[src/rtl/bias_group_sequencer_l17.sv]
// Bias-bank select sequencer for the layer-17 8:1 bias mux: walks the output-channel
// groups of one pass, inserting a settle cycle after each select change.
module bias_group_sequencer_l17 #(
  parameter int N_GROUPS      = 8,
  parameter int PIX_PER_GROUP = 196,
  parameter int PIX_CNT_W     = 8
) (
  input  logic                 clk,
  input  logic                 rst_n,
  input  logic                 start,
  input  logic                 abort,
  input  logic                 pix_done,
  output logic [2:0]           z,
  output logic                 bias_rdy,
  output logic                 busy,
  output logic                 done,
  output logic [2:0]           grp_idx,
  output logic [PIX_CNT_W-1:0] pix_cnt,
  output logic                 err
);

  typedef enum logic [1:0] {
    IDLE = 2'd0,
    LOAD = 2'd1,
    RUN  = 2'd2
  } state_t;

  localparam logic [2:0]           Z_LAST   = 3'(N_GROUPS - 1);
  localparam logic [PIX_CNT_W-1:0] PIX_LAST = PIX_CNT_W'(PIX_PER_GROUP - 1);

  state_t               state, state_nxt;
  logic [2:0]           z_nxt;
  logic [PIX_CNT_W-1:0] pix_nxt;
  logic                 err_nxt;
  logic                 done_nxt;

  always_ff @(posedge clk or negedge rst_n) begin
    if (!rst_n) begin
      state   <= IDLE;
      z       <= 3'd0;
      pix_cnt <= '0;
      err     <= 1'b0;
      done    <= 1'b0;
    end else begin
      state   <= state_nxt;
      z       <= z_nxt;
      pix_cnt <= pix_nxt;
      err     <= err_nxt;
      done    <= done_nxt;
    end
  end

  always_comb begin
    state_nxt = state;
    z_nxt     = z;
    pix_nxt   = pix_cnt;
    err_nxt   = err;
    done_nxt  = 1'b0;
    // abort outranks everything; err survives it so the fault stays visible
    if (abort) begin
      state_nxt = IDLE;
      z_nxt     = 3'd0;
      pix_nxt   = '0;
    end else begin
      case (state)
        IDLE: begin
          if (start) begin
            state_nxt = LOAD;
            z_nxt     = 3'd0;
            pix_nxt   = '0;
            err_nxt   = 1'b0;
          end
        end
        LOAD: begin
          // mux output not yet settled: a completion here used a stale bias
          state_nxt = RUN;
          if (pix_done) err_nxt = 1'b1;
        end
        RUN: begin
          if (pix_done) begin
            if (pix_cnt < PIX_LAST) begin
              pix_nxt = pix_cnt + PIX_CNT_W'(1);
            end else if (z < Z_LAST) begin
              z_nxt     = z + 3'd1;
              pix_nxt   = '0;
              state_nxt = LOAD;
            end else begin
              // final pixel: z and pix_cnt keep their last values
              state_nxt = IDLE;
              done_nxt  = 1'b1;
            end
          end
        end
        default: state_nxt = IDLE;
      endcase
    end
  end

  assign busy     = (state == LOAD) || (state == RUN);
  assign bias_rdy = (state == RUN);
  assign grp_idx  = z;

endmodule

[config.mk]
export PLATFORM = sky130hd
export DESIGN_NAME = bias_group_sequencer_l17
export DESIGN_NICKNAME = d
export VERILOG_FILES = /design/src/rtl/bias_group_sequencer_l17.sv
export SDC_FILE = /design/constraint.sdc
export NUM_CORES = 1
export LEC_CHECK = 0
export BUFFER_PORTS_ARGS = -buffer_cell sky130_fd_sc_hd__buf_4
export CAP_MARGIN = 5
export CORE_MARGIN = 2
export CORE_UTILIZATION = 45
export DETAILED_ROUTE_END_ITERATION = 8
export GPL_TIMING_DRIVEN = 1
export HOLD_SLACK_MARGIN = 0.12
export PLACE_DENSITY = 0.69
export SYNTH_ARGS = -nofsm -noshare
export SYNTH_HDL_FRONTEND = slang
export SYNTH_SLANG_ARGS = --single-unit
[constraint.sdc]
create_clock -name clk -period 4.92 [get_ports clk]
set_input_delay 0.246 -clock clk [delete_from_list [all_inputs] [get_ports clk]]
set_output_delay 0.246 -clock clk [all_outputs]
set_load 0.01 [all_outputs]
# Word level (Yosys, flattened, before mapping)
# Cells that the tools add are included.
# word_totals
output_inout_bits,18
wordCells,53
regBits,15
in_bits,5
# op_classes
addsub,2
order_cmp,2
n_eq_ne,9
n_bitwise,1
mux,26
n_reduce_logical,8
# ops
op,count
2-to-1 mux 8 bit,5
one-hot mux 8 bit (2 select lines),1
2-to-1 mux 3 bit,5
inequality test 3 bit (second input constant),3
adder 8 x 1 -> 8 bit (second input constant),1
< comparator 8 bit (second input constant),1
2-to-1 mux 1 bit,8
2-to-1 mux 2 bit,4
AND reduction 4 bit,2
one-hot mux 2 bit (3 select lines),1
one-hot mux 3 bit (2 select lines),1
AND reduction 5 bit,1
inequality test 2 bit (second input constant),2
inequality test 4 x 2 -> 1 bit (second input constant),1
adder 3 x 1 -> 3 bit (second input constant),1
< comparator 3 bit (second input constant),1
inequality test 3 x 2 -> 1 bit (second input constant),1
AND reduction 3 bit,1
nonzero test 3 bit,1
equality test 2 x 1 -> 1 bit (second input constant),1
equality test 2 bit (second input constant),1
logical NOT 2 bit,1
one-hot mux 1 bit (2 select lines),1
nonzero test 2 bit,1
other kinds (2),2

# Depth between registers and ports, before layout
# depth
word_depth,6
depth_mapped,8
mapped_depth_nobuf,7

# Worst setup path before layout
# No wires, ideal clock.
# synth_path
path_type,register to register
from,register state[0]
to,"register z[2], in the netlist grp_idx[2]"
path_buffers,0
setup_time_ns,0.087
synth_period_minus_slack_ns,1.938
path_slack_ns,2.982
arrival_ns,1.851
path_stages_with_launch,8
cell_sequence,dfrtp_1 > inv_1 > ha_1 > nor2b_1 > o31ai_2 > nand2b_4 > or4_1 > a22oi_1
# synth_via
elab_chain_cells,3
elab_cells_between_ends,10
classes_between,5 x eq/ne; 2 x mux; 3 x reduce/logical
# synth_lines
element,line,source
start: declaration,31,"state_t state, state_nxt;"
start signal: assignment,45,state <= state_nxt;
equality test 2 bit (*),-,
via bias_rdy,14,"output logic bias_rdy,"
"inequality test 3 x 2 -> 1 bit (no line), or another cell as far along",-,
AND reduction 5 bit (no line) / 2-to-1 mux 3 bit (equally long branches),-,
end signal: assignment,46,z <= z_nxt;
end: declaration,13,"output logic [2:0] z,"
# The timed path passes the listed nets; every way through them passes the cells marked *.
# A chain may end at the register's enable or synchronous reset.

# Worst setup path in the final report
# layout_path
from,register state[0]
to,"register z[2], in the netlist grp_idx[2]"
# layout_via
elab_chain_cells,3
elab_cells_between_ends,10
classes_between,5 x eq/ne; 2 x mux; 3 x reduce/logical
# layout_lines
element,line,source
equality test 2 bit / logical NOT 2 bit (equally long branches),65,case (state)
"inequality test 3 x 2 -> 1 bit (no line), or another cell as far along",-,
AND reduction 5 bit (no line) / 2-to-1 mux 3 bit (equally long branches),-,
# Parallel ways exist; a longest one is shown, timed or not.

==> metrics.md <==
| Metric | Value |
|---|---|
| Outcome | `finished, final reports clean` |
| Final #Nets | `135` |
| Max cap viols | `0` |
| Commonest cells after routing, fill and taps aside | `buf_4, dfrtp_1, o21ai_0` |
| CTS Sinks | `15` |
| Period utilization | `44.52%` |
| Crit path from | `state[0]` |
| Die area | `2451 um2` |
| DRC Markers | `0` |
| Area of all sequential standard cells | `375.4 um2` |
| Endpoints failing setup | `0` |
| Arr. time, crit path | `2.40 ns` |
| Final core utilization | `57.46%` |
| Synth Cell Area | `932.1 um2` |
| Hold Path Class | `primary input to flip-flop` |
| Final std cells w/o fill | `149` |
| Drt first pass iters | `4` |
| Slew Viols, Final | `0` |
| Critical path capture point type | `flip-flop` |
| Number of diodes | `0` |
| Syn nets | `113` |
| P_leak | `0.5304 nW` |
| Starting Density | `47.51%` |
| Largest net degree at the start of global routing | `16` |
| Area growth, synth to finish | `20.94%` |
| Multiplexer area fraction after synthesis | `0%` |
| Placed insts | `144` |
| Hold Buf Count CTS | `1` |
| I/O Pins | `23` |
| Vias in the first global route | `813` |
| Top-area cell type share of the netlist area | `40.27%` |
| Layout cell share with drive strength beyond 1 | `25.41%` |
| Initial antenna violation count | `0` |
| Kind of critical path | `flip-flop to flip-flop` |
| Req. time, crit path | `5.13 ns` |
| Seq/Total Area, Yosys | `40.27%` |
| Initial DRC Count | `13` |
| Slew @ Worst Pin | `0.5332 ns` |
| Post-synthesis compound-gate area fraction | `21.74%` |
| Final setup margin | `2.729 ns` |
| Post-Place Setup Slack | `2.751 ns` |
| Clock Tree Root | `clkbuf_4` |
| Port Buffers | `22` |
| Placer Congestion | `0.8571` |
| CTS tree | `built` |
| HPWL Detailed | `1487 um` |
| Die Height | `49.51 um` |
| Unrepaired setup endpoints after global routing | `false` |
| Peak VDD IR | `242.0 uV` |
| Clock buffer depth | `2` |
| Gate Count Post-Synth | `101` |
| Slew headroom | `64.42%` |
| CP Max Fanout | `15` |
| Vias per cell | `5.691` |
| Top cells by area, synth | `dfrtp_1, ha_1, o21ai_0, nand2_1, nand3_1` |
| First-pass GRT wire length | `3567 um` |
| R2R setup slack | `2.73 ns` |
| # rows | `16` |
| HP Start | `pix_done` |
| Setup TNS | `0 ns` |
| Post-route ant nets | `0` |
| Worst-skew pair later-pin latency | `0.29 ns` |
| Num CTS Buffers | `3` |
| Simple-Gate Fraction of Synth Area | `21.88%` |
| Clock-pin slew on the worst setup and hold paths | `0.09 ns` |
| Syn Area/Cell | `9.229 um2` |
| Overall Power | `0.3812 mW` |
| Most common cell after layout, fill and taps aside | `buf_4` |
| PwrDens | `338.2 nW/um2` |
| CTS HTree Levels | `1` |
| Via count | `848` |
| Ys Warns | `0` |
| Chip Width | `49.51 um` |
| GRT overflow | `0` |
| Multi-input logic area | `494.2 um2` |
| Tmin final | `2.191 ns` |
| FILL cells | `191` |
| Avg WL per Cell | `13.32 um` |
| Crit start category | `flip-flop` |
| Synth Area in Adders | `9.396%` |
| Main combinational cell family by area after synthesis | `simple AND/OR/NAND/NOR gates` |
| Reg2Reg Launch Point | `state[0]` |
| Worst Skew | `0.004313 ns` |
| Yosys top cell by area | `dfrtp_1` |
| Post-CTS setup repair buffer count | `0` |
| Netlist cell types | `34` |
| FF+latch count, synth | `15` |
| Drt total wl | `1984 um` |
| Post_cts resized | `0` |
| Max Fclk | `456.5 MHz` |
| Xor-xnor portion of the synthesized cell area | `0%` |
| Hold Vio Cnt, Final | `0` |
| CORE AREA | `1962 um2` |
| All-Layer GR Usage | `18.95%` |
worst paths after layout:
check / depth (start not counted) / to
setup / recovery: 7 / grp_idx[2]
hold / removal: 2 / done
setup reg to reg: 7 / grp_idx[2]
hold reg to reg: 1 / pix_cnt[6]
max in group asynchronous: 2 / pix_cnt[3]
min in group asynchronous: 2 / grp_idx[0]
logic make-up (layout without fill, tap and decap cells):
logic type               count (synthesis)  count (layout)
flip-flops                              15              15
buffers and inverters                   12              33
AND/OR/NAND/NOR                         37              37
AO/OA/AOI/OAI                           30              30
adder cells (fa/ha/maj)                  7               7
cell usage after synthesis (all sizes together):
cell type / n
inv: 6
o21ai: 12
buf: 6
nand2: 9
o41ai: 2
ha: 7
nor3: 5
nor4: 1
nand2b: 2
o31ai: 5
a21boi: 1
a22o: 2
a2111oi: 1
nor3b: 2
or2: 2
o21a: 1
dfrtp: 15
and2: 1
a31oi: 1
nand3: 6
a21oi: 3
nor2b: 2
and3: 2
nor2: 4
a22oi: 1
a21o: 1
or4: 1
through the flow:
stage                     hold WS (ns)  cell area (um2)
after floorplan               -0.04959            932.1
after global placement          0.1141             1091
after detailed placement        0.1152             1091
after CTS                       0.1788             1127
after global routing            0.1853             1127
final                           0.1947             1127
area by class of cell:
class | count | area share, %
Tap cell | 27 | 2.997
Timing Repair Buffer | 23 | 15.54
Sequential cell | 15 | 33.30
Inverter | 6 | 1.998
Multi-Input combinational cell | 74 | 43.84
Clock buffer | 4 | 2.331
critical path, cell delays in order, from the launching register on:
cell and delay (ns):
dfrtp_1 0.50, inv_1 0.10, ha_1 0.25, nand2b_1 0.33, a2111oi_1 0.12, nand2b_4 0.23, or4_1 0.42, a22oi_1 0.16
sequential cells by signal (all words and copies together), names as in the netlist:
register and cells:
state 2, grp_idx 3, err 1, done 1, pix_cnt 8
routing by layer:
metal  wire (um)  vias up  GRT usage [%]
li1            -      406              -
met1         918      422          23.74
met2         961       16          31.08
met3          79        4          5.758
met4          25        0          6.481
met5           0        -              0
power breakdown:
part	internal (mW)	switching (mW)
clock network	0.0316	0.0393
registers	0.135	0.0196
logic	0.0671	0.0885
Note: power is estimated with default switching activity, not from simulation.
